==> config.mk <==
export PLATFORM = sky130hd
export DESIGN_NAME = countdown_timer
export DESIGN_NICKNAME = d
export VERILOG_FILES = /design/src/rtl/countdown_timer_pkg.sv /design/src/rtl/countdown_timer_tick_gen.sv /design/src/rtl/countdown_timer.sv
export SDC_FILE = /design/constraint.sdc
export NUM_CORES = 1
export LEC_CHECK = 0
export BUFFER_PORTS_ARGS = -buffer_cell sky130_fd_sc_hd__clkbuf_2
export CAP_MARGIN = 20
export CORE_MARGIN = 2
export CORE_UTILIZATION = 59
export CTS_CLUSTER_SIZE = 14
export DETAILED_ROUTE_END_ITERATION = 6
export GPL_ROUTABILITY_DRIVEN = 0
export PLACE_DENSITY_LB_ADDON = 0.12
export SETUP_SLACK_MARGIN = 0.1
export SLEW_MARGIN = 20
export SYNTH_ARGS = -nofsm -noshare
export SYNTH_HDL_FRONTEND = slang
export SYNTH_SLANG_ARGS = --single-unit
==> constraint.sdc <==
create_clock -name clk -period 3.2 [get_ports clk]
set_clock_uncertainty 0.05 [all_clocks]
set_input_delay 0.48 -clock clk [delete_from_list [all_inputs] [get_ports clk]]
set_output_delay 0.48 -clock clk [all_outputs]
set_load 0.05 [all_outputs]
==> src/rtl/countdown_timer_pkg.sv <==
// Shared definitions for the countdown timer, display and control stages.
// Holds the FSM encoding, the display ceiling and the preset clamp.
package countdown_timer_pkg;

  typedef enum logic [1:0] {
    ST_IDLE  = 2'd0,
    ST_RUN   = 2'd1,
    ST_PAUSE = 2'd2,
    ST_DONE  = 2'd3
  } state_t;

  localparam int MAX_COUNT = 99;

  // Keeps the count inside the two-digit display range.
  function automatic logic [6:0] sat_count(input logic [6:0] v);
    return (v > 7'(MAX_COUNT)) ? 7'(MAX_COUNT) : v;
  endfunction

endpackage

==> src/rtl/countdown_timer_tick_gen.sv <==
// One-second prescaler: counts 0..TICKS_PER_SEC-1 while enabled, holds otherwise.
// tick marks the wrap cycle so the parent can decrement on the same edge.
module countdown_timer_tick_gen #(
  parameter int TICKS_PER_SEC = 50000000
) (
  input  logic clk,
  input  logic rst_n,
  input  logic en,
  input  logic clr,
  output logic tick
);

  localparam int W = (TICKS_PER_SEC > 2) ? $clog2(TICKS_PER_SEC) : 1;
  localparam logic [W-1:0] LAST = W'(TICKS_PER_SEC - 1);

  logic [W-1:0] cnt;

  assign tick = en && (cnt == LAST);

  always_ff @(posedge clk or negedge rst_n) begin
    if (!rst_n) begin
      cnt <= '0;
    end else if (clr) begin
      cnt <= '0;
    end else if (en) begin
      cnt <= (cnt == LAST) ? '0 : cnt + 1'b1;
    end
  end

endmodule

==> src/rtl/countdown_timer.sv <==
// Seconds countdown with load/start/stop pulses, feeding a two-digit display.
//
// state | meaning
// IDLE  | preset loaded or after reset, waiting for start
// RUN   | prescaler active, count decrements once per second
// PAUSE | count and prescaler frozen, start resumes
// DONE  | count reached 0, only load or reset leaves
module countdown_timer
  import countdown_timer_pkg::*;
#(
  parameter int TICKS_PER_SEC = 50000000
) (
  input  logic       clk,
  input  logic       rst_n,
  input  logic       load,
  input  logic [6:0] load_val,
  input  logic       start,
  input  logic       stop,
  output logic [6:0] val,
  output logic       running,
  output logic       expired
);

  state_t     state;
  logic [6:0] count;
  logic       tick;
  logic       presc_clr;

  // Fresh runs from IDLE start a full second; resumes from PAUSE do not.
  assign presc_clr = (state == ST_IDLE) && start && !stop && !load;

  countdown_timer_tick_gen #(
    .TICKS_PER_SEC(TICKS_PER_SEC)
  ) u_tick_gen (
    .clk  (clk),
    .rst_n(rst_n),
    .en   (state == ST_RUN),
    .clr  (presc_clr),
    .tick (tick)
  );

  always_ff @(posedge clk or negedge rst_n) begin
    if (!rst_n) begin
      state   <= ST_IDLE;
      count   <= '0;
      running <= 1'b0;
      expired <= 1'b0;
    end else if (load) begin
      state   <= ST_IDLE;
      count   <= sat_count(load_val);
      running <= 1'b0;
      expired <= 1'b0;
    end else begin
      case (state)
        ST_IDLE, ST_PAUSE: begin
          if (start && !stop) begin
            if (count != 7'd0) begin
              state   <= ST_RUN;
              running <= 1'b1;
            end else begin
              state   <= ST_DONE;
              expired <= 1'b1;
            end
          end
        end
        ST_RUN: begin
          // A tick coinciding with stop still decrements before pausing.
          if (tick && count <= 7'd1) begin
            count   <= '0;
            state   <= ST_DONE;
            running <= 1'b0;
            expired <= 1'b1;
          end else begin
            if (tick) count <= count - 7'd1;
            if (stop) begin
              state   <= ST_PAUSE;
              running <= 1'b0;
            end
          end
        end
        default: begin
          count <= '0;
        end
      endcase
    end
  end

  assign val = count;

endmodule

==> results of run 1 <==
## logic make-up after synthesis
group           count (synthesis)
xor+xnor                       12
compound gates                 66
fa+ha+maj                       3
simple gates                  125
buf+inv                        20
mux                             2
flops                          37
## worst max-delay path, stage by stage (launching register included)
cell and delay [ps]:
dfrtp_1 450, or4_4 580, nor4_4 260, nand2_2 110, o21bai_1 820, o31ai_1 150
## worst max-delay path by stage
stage	to	from	slack, ps
floorplan	state[1]	u_tick_gen.cnt[10]	830
global placement	u_tick_gen.cnt[19]	u_tick_gen.cnt[0]	660
detailed placement	u_tick_gen.cnt[15]	u_tick_gen.cnt[10]	620
CTS	u_tick_gen.cnt[15]	u_tick_gen.cnt[10]	610
global route	u_tick_gen.cnt[15]	u_tick_gen.cnt[0]	460
finish	u_tick_gen.cnt[15]	u_tick_gen.cnt[10]	630
## through the flow
stage / instances / worst slack [ps]
floorplan: 265 / 832
CTS: 340 / 614
finish: 340 / 630
global placement: 331 / 658
detailed placement: 332 / 625
global route: 340 / 460
## power by group
part / internal [mW] / switching (mW) / total, mW
clock network: 0.150 / 0.172 / 0.322
logic: 0.114 / 0.179 / 0.293
registers: 0.545 / 0.106 / 0.650
total: 0.809 / 0.457 / 1.27
## final cells by class
type	count	area [um^2]
Clock inverter	3	17.5
Timing Repair Buffer	25	138
Clock buffer	5	68.8
Fill cell	310	1150
Tap cell	48	60.1
Inverter	14	52.6
Sequential cell	37	926
Multi-Input combinational cell	208	1240
## per-layer routing
layer,up-vias,track usage
li1,1031,-
met1,1025,0.317
met2,74,0.480
met3,11,0.0514
met4,0,0.104
met5,-,0
## sequential cells by signal (all words and copies together) (netlist names)
name / cells
state: 2
expired: 1
running: 1
u_tick_gen.cnt: 26
val: 7
## layout by cell type, fill, tap and decap left out, drive strengths merged, types with 2 or more instances in the layout
master / count
dfrtp: 37
nor2: 32
nand2: 31
clkbuf: 25
nand3: 16
inv: 14
a31oi: 14
a21oi: 12
nor3: 12
o21ai: 12
and3: 8
xnor2: 8
nand4: 6
and2: 5
a41oi: 5
o211ai: 5
buf: 5
nor4: 5
xor2: 4
and4: 3
ha: 3
or4: 3
nand2b: 2
o2111ai: 2
o31ai: 2
a22o: 2
o22ai: 2
clkinv: 2
mux2: 2
==> impl_metrics.csv, run 1 <==
group,metric,value,unit
outcome,outcome,"finished, final reports clean",
placed_design,dp_hpwl,3850,um
routing,routedWlPerCell,15.3,um
clock_tree,path_clk_slew,70,ps
final_layout,fin_util,0.685,
clock_tree,cts.path.max_buffers,2,
setup_path,crit_fanout,14,
final_layout,final_area,2510,um^2
routing,highest-signal-layer,"met4",
power,ir_worst_vdd,0.000378,V
floorplan,fp-row-count,22,
grt,grt_overflow,0,
setup_path,worstReg2RegEnd,"u_tick_gen.cnt[15]",
power,power.total,1.27,mW
power,power_density,505,nW/um^2
synthesis,synth_flop_cell,"dfrtp_1",
synthesis,synth-seq-area-share,0.412,
floorplan,die_h,65.7,um
clock_tree,cts.sink_count,37,
setup_path,path_class,"flop to flop",
timing,whs,261,ps
routing,routed_wirelength,5190,um
setup_path,endpoint_kind,"flop",
synthesis,synth_cell_type_count,46,
clock_tree,cts-root-buf,"clkbuf_8",
final_layout,syn2layout_area_growth,11.6,%
setup_path,rr_startpoint,"u_tick_gen.cnt[10]",
clock_tree,htreeDepth,2,
synthesis,synth_area,2250,um^2
final_layout,diodes,0,
synthesis,synth_top_family_by_area,"simple AND/OR/NAND/NOR gates",
final_layout,nets,306,
floorplan,die-area,4320,um^2
placed_design,placed_area,2420,um^2
routing,viasPerCell,6.30,
synthesis,synth_area_leaders,"dfrtp_1 41%, nor2_1 5.3%, nand2_1 5.0%, a31oi_1 3.9%, nand3_1 3.6%",
synthesis,synth_top_area_share,0.412,
routing,dr.pass1.iters,4,
synthesis,synth_largest_area_cell,"dfrtp_1",
power,leakage,1.06,nW
synthesis,synth_edf_count,0,
routing,drtAntennaViolNets,0,
worst_hold_path,min_path_type,"input port to async pin",
placed_design,portBuffers,20,
floorplan,num_io_pins,21,
routing,dr_wl_met3,271,um
timing,fmax,389,MHz
setup_path,rrSetupSlack,630,ps
grt,grt_pass1_vias,2000,
floorplan,initial_core_util,0.614,
synthesis,synth.mux.area_fraction,0.0100,
synthesis,synthSimpleGateAreaFrac,0.283,
grt,antenna_found_initial,0,
setup_path,worstPathArrival,2660,ps
routing,wl_met1,2250,um
synthesis,synthArstFlopShare,1.00,
synthesis,yosysWarningCount,0,
routing,drc_errors,0,
floorplan,die_w,65.7,um
timing,slew_headroom,0.305,
timing,drv_slew,0,
timing,timing.final.hold_violations,0,
synthesis,synth_compound_area_frac,0.197,
timing,setup_viol,0,
clock_tree,clock_latency,290,ps
final_layout,drive_gt1_frac,0.140,
routing,drt_iter0_drc,172,
clock_tree,cts_buffers,5,
synthesis,synth.net_count,280,
setup_path,crit_path_start_kind,"flop",
synthesis,yosys.area_share.adder,0.0167,
synthesis,ys_ff_latch,37,
timing,setup_tns,0,ps
setup_path,reg2regPathDepth,5,
setup_path,crit_required,3290,ps
grt,grt_pass1_wl,8890,um
timing,worstMarginPinSlew,1040,ps
synthesis,syn_avg_cell_area,8.48,um^2
clock_tree,cts_resized,0,
routing,vias,2141,
timing,finalCritPeriodShare,0.803,
synthesis,synth_xor_area_frac,0.0468,
timing,fin_crit,2570,ps
grt,grtUsageTotal,0.269,
grt,grt_max_degree,38,
synthesis,synth_most_common_cell,"dfrtp_1",
clock_tree,cts_tree,"built",
timing,rsz0062_at_grt,"false",
floorplan,coreArea,3660,um^2
synthesis,yosys-top-cells-count,"37 x dfrtp_1, 32 x nor2_1, 30 x nand2_1",
routing,wl_met2,2550,um
flow_run,maxCapViolCount,0,
synthesis,netlist_instances,265,
clock_tree,hold_buffers,0,
clock_tree,cts_setup_buffers,0,
Power figures use the tool's default switching activity.
==> inputs of run 2 (changes only) <==
==> constraint.sdc (replaced) <==
create_clock -name clk -period 2.4 [get_ports clk]
set_clock_uncertainty 0.05 [all_clocks]
set_input_delay 0.36 -clock clk [delete_from_list [all_inputs] [get_ports clk]]
set_output_delay 0.36 -clock clk [all_outputs]
set_load 0.05 [all_outputs]
==> impl_metrics.csv, run 2 (synthesis results as in run 1) <==
group,metric,value,unit
floorplan,die-area,4320,um^2
grt,globalRouteMet2Util,0.489,
floorplan,coreArea,3660,um^2
timing,rsz0062_at_grt,"false",
routing,drc_errors,0,
setup_path,endpoint_kind,"flop",
flow_run,maxCapViolCount,0,
grt,antenna_found_initial,0,
floorplan,die_h,65.7,um
setup_path,worstPathArrival,2290,ps
final_layout,drive_gt1_frac,0.188,
routing,dr.pass1.iters,4,
final_layout,regMostFlops,"u_tick_gen.cnt",
placed_design,portBuffers,20,
timing,setup_slack,219,ps
power,ir_worst_vdd,0.000481,V
routing,drtAntennaViolNets,0,
grt,met1_usage,0.337,
routing,routedWlPerCell,15.6,um
grt,grt_pass1_vias,2076,
final_layout,nets,318,
setup_path,rrSetupSlack,220,ps
timing,setup_tns,0,ps
floorplan,fp-row-count,22,
final_layout,final_area,2620,um^2
clock_tree,htreeDepth,2,
power,power_density,664,nW/um^2
timing,fmax,459,MHz
floorplan,die_w,65.7,um
placed_design,placed_area,2490,um^2
timing,worstMarginPinSlew,922,ps
clock_tree,cts.sink_count,37,
outcome,outcome,"finished, final reports clean",
setup_path,crit_required,2510,ps
final_layout,diodes,0,
placed_design,preCtsSetupSlack,91.3,ps
clock_tree,clock_latency,300,ps
final_layout,syn2layout_area_growth,16.4,%
setup_path,reg2regPathDepth,8,
routing,routed_wirelength,5480,um
routing,vias,2159,
clock_tree,cts_buffers,5,
routing,drt_iter0_drc,168,
timing,slew_headroom,0.385,
grt,grt_pass1_wl,9310,um
setup_path,crit_path_start_kind,"flop",
grt,grt_max_degree,38,
placed_design,dp_hpwl,4010,um
setup_path,crit_fanout,18,
power,leakage,1.13,nW
timing,timing.final.hold_violations,0,
timing,fin_crit,2180,ps
final_layout,largest_register_ffs,26,
setup_path,startpoint,"u_tick_gen.cnt[8]",
clock_tree,path_clk_slew,80,ps
floorplan,num_io_pins,21,
clock_tree,cts-root-buf,"clkbuf_8",
setup_path,rr_startpoint,"u_tick_gen.cnt[8]",
clock_tree,cts.path.max_buffers,2,
grt,use_met3,0.0599,
final_layout,mostFrequentLayoutCells,"37 x dfrtp_1, 32 x nor2_1, 30 x nand2_1, 20 x clkbuf_2, 17 x buf_4",
timing,setup_viol,0,
timing,finalCritPeriodShare,0.909,
grt,grtUsageTotal,0.285,
worst_hold_path,min_path_type,"input port to async pin",
timing,drv_slew,0,
routing,viasPerCell,6.13,
setup_path,worstReg2RegEnd,"u_tick_gen.cnt[24]",
final_layout,final_common_cell,"dfrtp_1",
final_layout,fillers,311,
final_layout,fin_util,0.715,
setup_path,path_class,"flop to flop",
grt,grt_overflow,0,
clock_tree,cts_tree,"built",
grt,busiest_layer,"met2",
floorplan,initial_core_util,0.614,
[run 2: cell types whose count changed in the layout (fill, tap and decap cells not counted)]
cell,before,now
a21oi_1,12,11
a21oi_2,0,1
a221oi_1,1,0
a221oi_2,0,1
buf_4,5,17
nand3_1,16,15
nand3_2,0,1
or4b_1,1,0
or4b_4,0,1
[run 2: where the power goes]
group / internal (mW) / switching, mW
Combinational: 0.178 / 0.271
Sequential: 0.726 / 0.126
Clock: 0.200 / 0.235
[run 2: through the flow]
step	hold WS (ps)	power, mW	std cells
floorplan	14.4	1.14	265
global placement	435	1.29	341
detailed placement	457	1.30	341
CTS	161	1.74	352
global route	215	1.83	352
finish	138	1.74	352
[run 2: worst max-delay path: stages, from the launching register on]
cell and delay, ps:
dfrtp_1 420, or4_4 520, nor4_4 250, buf_4 170
buf_4 120, a21oi_1 60, buf_4 200, a41oi_1 210
a31oi_1 60
[run 2: cell type report]
type                    instances  area, um^2  area share
clock buffers                   5        68.8      0.0263
clock inverters                 3        17.5     0.00670
inverters                      14        52.6      0.0201
multi-input cells             208        1260       0.483
flip-flops and latches         37         926       0.354
well taps                      48        60.1      0.0230
repair buffers                 37         228      0.0870
[run 2: worst max-delay path by stage]
| stage | end | slack [ps] | cells after the start |
|---|---|---|---|
| floorplan | val[3] | 100 | 5 |
| global placement | state[1] | 200 | 6 |
| detailed placement | expired | 90 | 7 |
| CTS | expired | 120 | 7 |
| global route | val[3] | 100 | 7 |
| finish | u_tick_gen.cnt[24] | 220 | 8 |
[run 2: what timing repair did]
action                     in CTS  in global routing
hold buffers                    0                  0
gates cloned                    0                  0
setup endpoints to repair       1                 13
setup buffers                   3                  0
resized for setup               0                  3
pin swaps                       0                  1
[run 2: routing by layer]
layer  share of wire  up-vias  wire (um)
li1                -     1056          -
met1            0.42     1022       2290
met4           0.024        0        131
met5               0        -          0
met3           0.053       13        288
met2            0.51       68       2780
==> inputs of run 3 (changes only) <==
--- a/config.mk
+++ b/config.mk
@@ -5,10 +5,12 @@
 export SDC_FILE = /design/constraint.sdc
 export NUM_CORES = 1
 export LEC_CHECK = 0
+export ABC_AREA = 1
 export BUFFER_PORTS_ARGS = -buffer_cell sky130_fd_sc_hd__clkbuf_2
 export CAP_MARGIN = 20
+export CORE_ASPECT_RATIO = 0.9
 export CORE_MARGIN = 2
-export CORE_UTILIZATION = 59
+export CORE_UTILIZATION = 60
 export CTS_CLUSTER_SIZE = 14
 export DETAILED_ROUTE_END_ITERATION = 6
 export GPL_ROUTABILITY_DRIVEN = 0
==> impl_metrics.csv, run 3 <==
group,metric,value,unit
synthesis,synth_area,2580,um^2
clock_tree,path_clk_slew,80,ps
synthesis,synth-seq-area-share,0.359,
timing,fmax,590,MHz
floorplan,fp-row-count,22,
final_layout,diodes,0,
floorplan,die-area,4850,um^2
final_layout,final_common_cell,"nand2_1",
timing,finalCritPeriodShare,0.706,
synthesis,synth_area_leaders,"dfrtp_1 36%, nand2_1 14%, inv_1 6.8%, nor2_1 4.8%, nand4_1 4.1%",
setup_path,startpoint,"state[0]",
routing,routed_wirelength,5580,um
clock_tree,clock_latency,290,ps
final_layout,syn2layout_area_growth,9.11,%
clock_tree,cts_resized,0,
routing,dr.pass1.iters,4,
final_layout,drive_gt1_frac,0.197,
setup_path,worstPathArrival,1820,ps
synthesis,synth_edf_count,0,
setup_path,crit_fanout,26,
timing,worstMarginPinSlew,901,ps
timing,rsz0062_at_grt,"false",
floorplan,initial_core_util,0.630,
synthesis,synthArstFlopShare,1.00,
placed_design,dp_hpwl,4230,um
synthesis,synth_most_common_cell,"nand2_1",
synthesis,synth_cell_type_count,35,
grt,grt_overflow,0,
synthesis,yosys-top-cells-count,"97 x nand2_1, 47 x inv_1, 37 x dfrtp_1",
grt,grt_pass1_wl,9630,um
clock_tree,hold_buffers,0,
clock_tree,htreeDepth,2,
grt,grtUsageTotal,0.260,
timing,setup_tns,0,ps
timing,timing.final.hold_violations,0,
synthesis,ys_ff_latch,37,
routing,viasPerCell,5.45,
clock_tree,cts.path.max_buffers,2,
timing,whs,136,ps
setup_path,crit_path_start_kind,"flop",
grt,grt_pass1_vias,2128,
power,power_density,945,nW/um^2
clock_tree,cts.sink_count,37,
clock_tree,cts-root-buf,"clkbuf_8",
setup_path,endpoint_kind,"flop",
setup_path,crit_required,2530,ps
routing,drt_iter0_drc,162,
setup_path,path_class,"flop to flop",
power,ir_worst_vdd,0.000973,V
synthesis,yosysWarningCount,0,
setup_path,reg2regPathDepth,6,
final_layout,largest_register_ffs,26,
synthesis,synth_largest_area_cell,"dfrtp_1",
clock_tree,cts_buffers,5,
final_layout,fillers,349,
synthesis,syn_avg_cell_area,7.25,um^2
synthesis,synth.net_count,371,
routing,drtAntennaViolNets,0,
placed_design,portBuffers,20,
floorplan,die_w,73.2,um
floorplan,die_h,66.2,um
floorplan,num_io_pins,21,
final_layout,mostFrequentLayoutCells,"97 x nand2_1, 47 x inv_1, 37 x dfrtp_1, 33 x nor2_1",
routing,vias,2337,
clock_tree,cts_setup_buffers,0,
setup_path,rr_startpoint,"state[0]",
clock_tree,cts_tree,"built",
outcome,outcome,"finished, final reports clean",
synthesis,synth_top_area_share,0.359,
final_layout,nets,395,
timing,setup_viol,0,
timing,slew_headroom,0.399,
grt,antenna_found_initial,0,
flow_run,maxCapViolCount,0,
timing,fin_crit,1690,ps
timing,drv_slew,0,
floorplan,coreArea,4100,um^2
power,leakage,1.49,nW
routing,drc_errors,0,
grt,grt_max_degree,38,
synthesis,synth_flop_cell,"dfrtp_1",
synthesis,netlist_instances,356,
routing,routedWlPerCell,13.0,um
worst_hold_path,min_path_type,"input port to async pin",
final_layout,regMostFlops,"u_tick_gen.cnt",
[run 3: cell types whose count changed after synthesis, moves of 6 or more]
cell / change
nand2_4: +6
o21ai_1: +7
nand2_1: +67
xnor2_1: -8
a31oi_1: -11
and3_1: -8
inv_1: +33
nor2_2: +9
nand4_1: +11
nor3_1: -7
nand2_2: +6
[run 3: cell families (layout without fill, tap and decap cells)]
family	count (synthesis)	in the layout	synth area share
buffers and inverters	58	83	0.0925
adder cells (fa/ha/maj)	3	3	0.0145
AND/OR/NAND/NOR	211	211	0.427
AO/OA/AOI/OAI	42	42	0.0906
XOR/XNOR	5	5	0.0170
flip-flops	37	37	0.359
[run 3: cell type report]
class	instances	area (um^2)	area share
Sequential cell	37	926	0.329
Tap cell	48	60.1	0.0213
Multi-Input combinational cell	261	1420	0.503
Clock buffer	7	96.3	0.0342
Clock inverter	1	5.00	0.00178
Timing Repair Buffer	21	108	0.0382
Inverter	54	205	0.0728
[run 3: path summary, 6_finish.rpt]
kind                                            to  slack (ps)
worst min register to register             expired         420
worst max register to register  u_tick_gen.cnt[11]         710
max in group asynchronous                 state[0]        1600
worst max-delay path            u_tick_gen.cnt[11]         710
worst min-delay path            u_tick_gen.cnt[19]         140
min in group clk                            val[2]         340
[run 3: routing by layer]
metal | up-vias | track usage | routed length (um) | part of all wire
li1 | 1194 | - | - | -
met2 | 59 | 0.373 | 2370 | 0.42
met4 | 0 | 0.0833 | 48 | 0.0086
met5 | - | 0 | 0 | 0
met3 | 4 | 0.0610 | 297 | 0.053
met1 | 1080 | 0.384 | 2870 | 0.51
[run 3: through the flow]
step	utilization	setup WS [ps]	total power [mW]	area, um^2	cells
after floorplan	-	720	1.97	2580	356
after global placement	0.662	758	2.16	2720	421
after detailed placement	0.662	672	2.19	2720	421
after CTS	0.687	692	2.67	2820	429
after global routing	0.687	502	2.86	2820	429
final	0.687	706	2.66	2820	429
[run 3: where the power goes]
group	leakage (nW)	switching, mW	internal, mW
clock network	0.0542	0.218	0.260
registers	0.495	0.193	0.793
logic	0.944	0.856	0.343
total	1.49	1.27	1.40
[run 3: worst max-delay path, cell delays in order, from the launching register on]
cell and delay, ps:
dfrtp_1 450, nor2_2 190, nand4_2 140, nand2_4 290
nand2_1 180, o21ai_2 190, a21oi_1 90
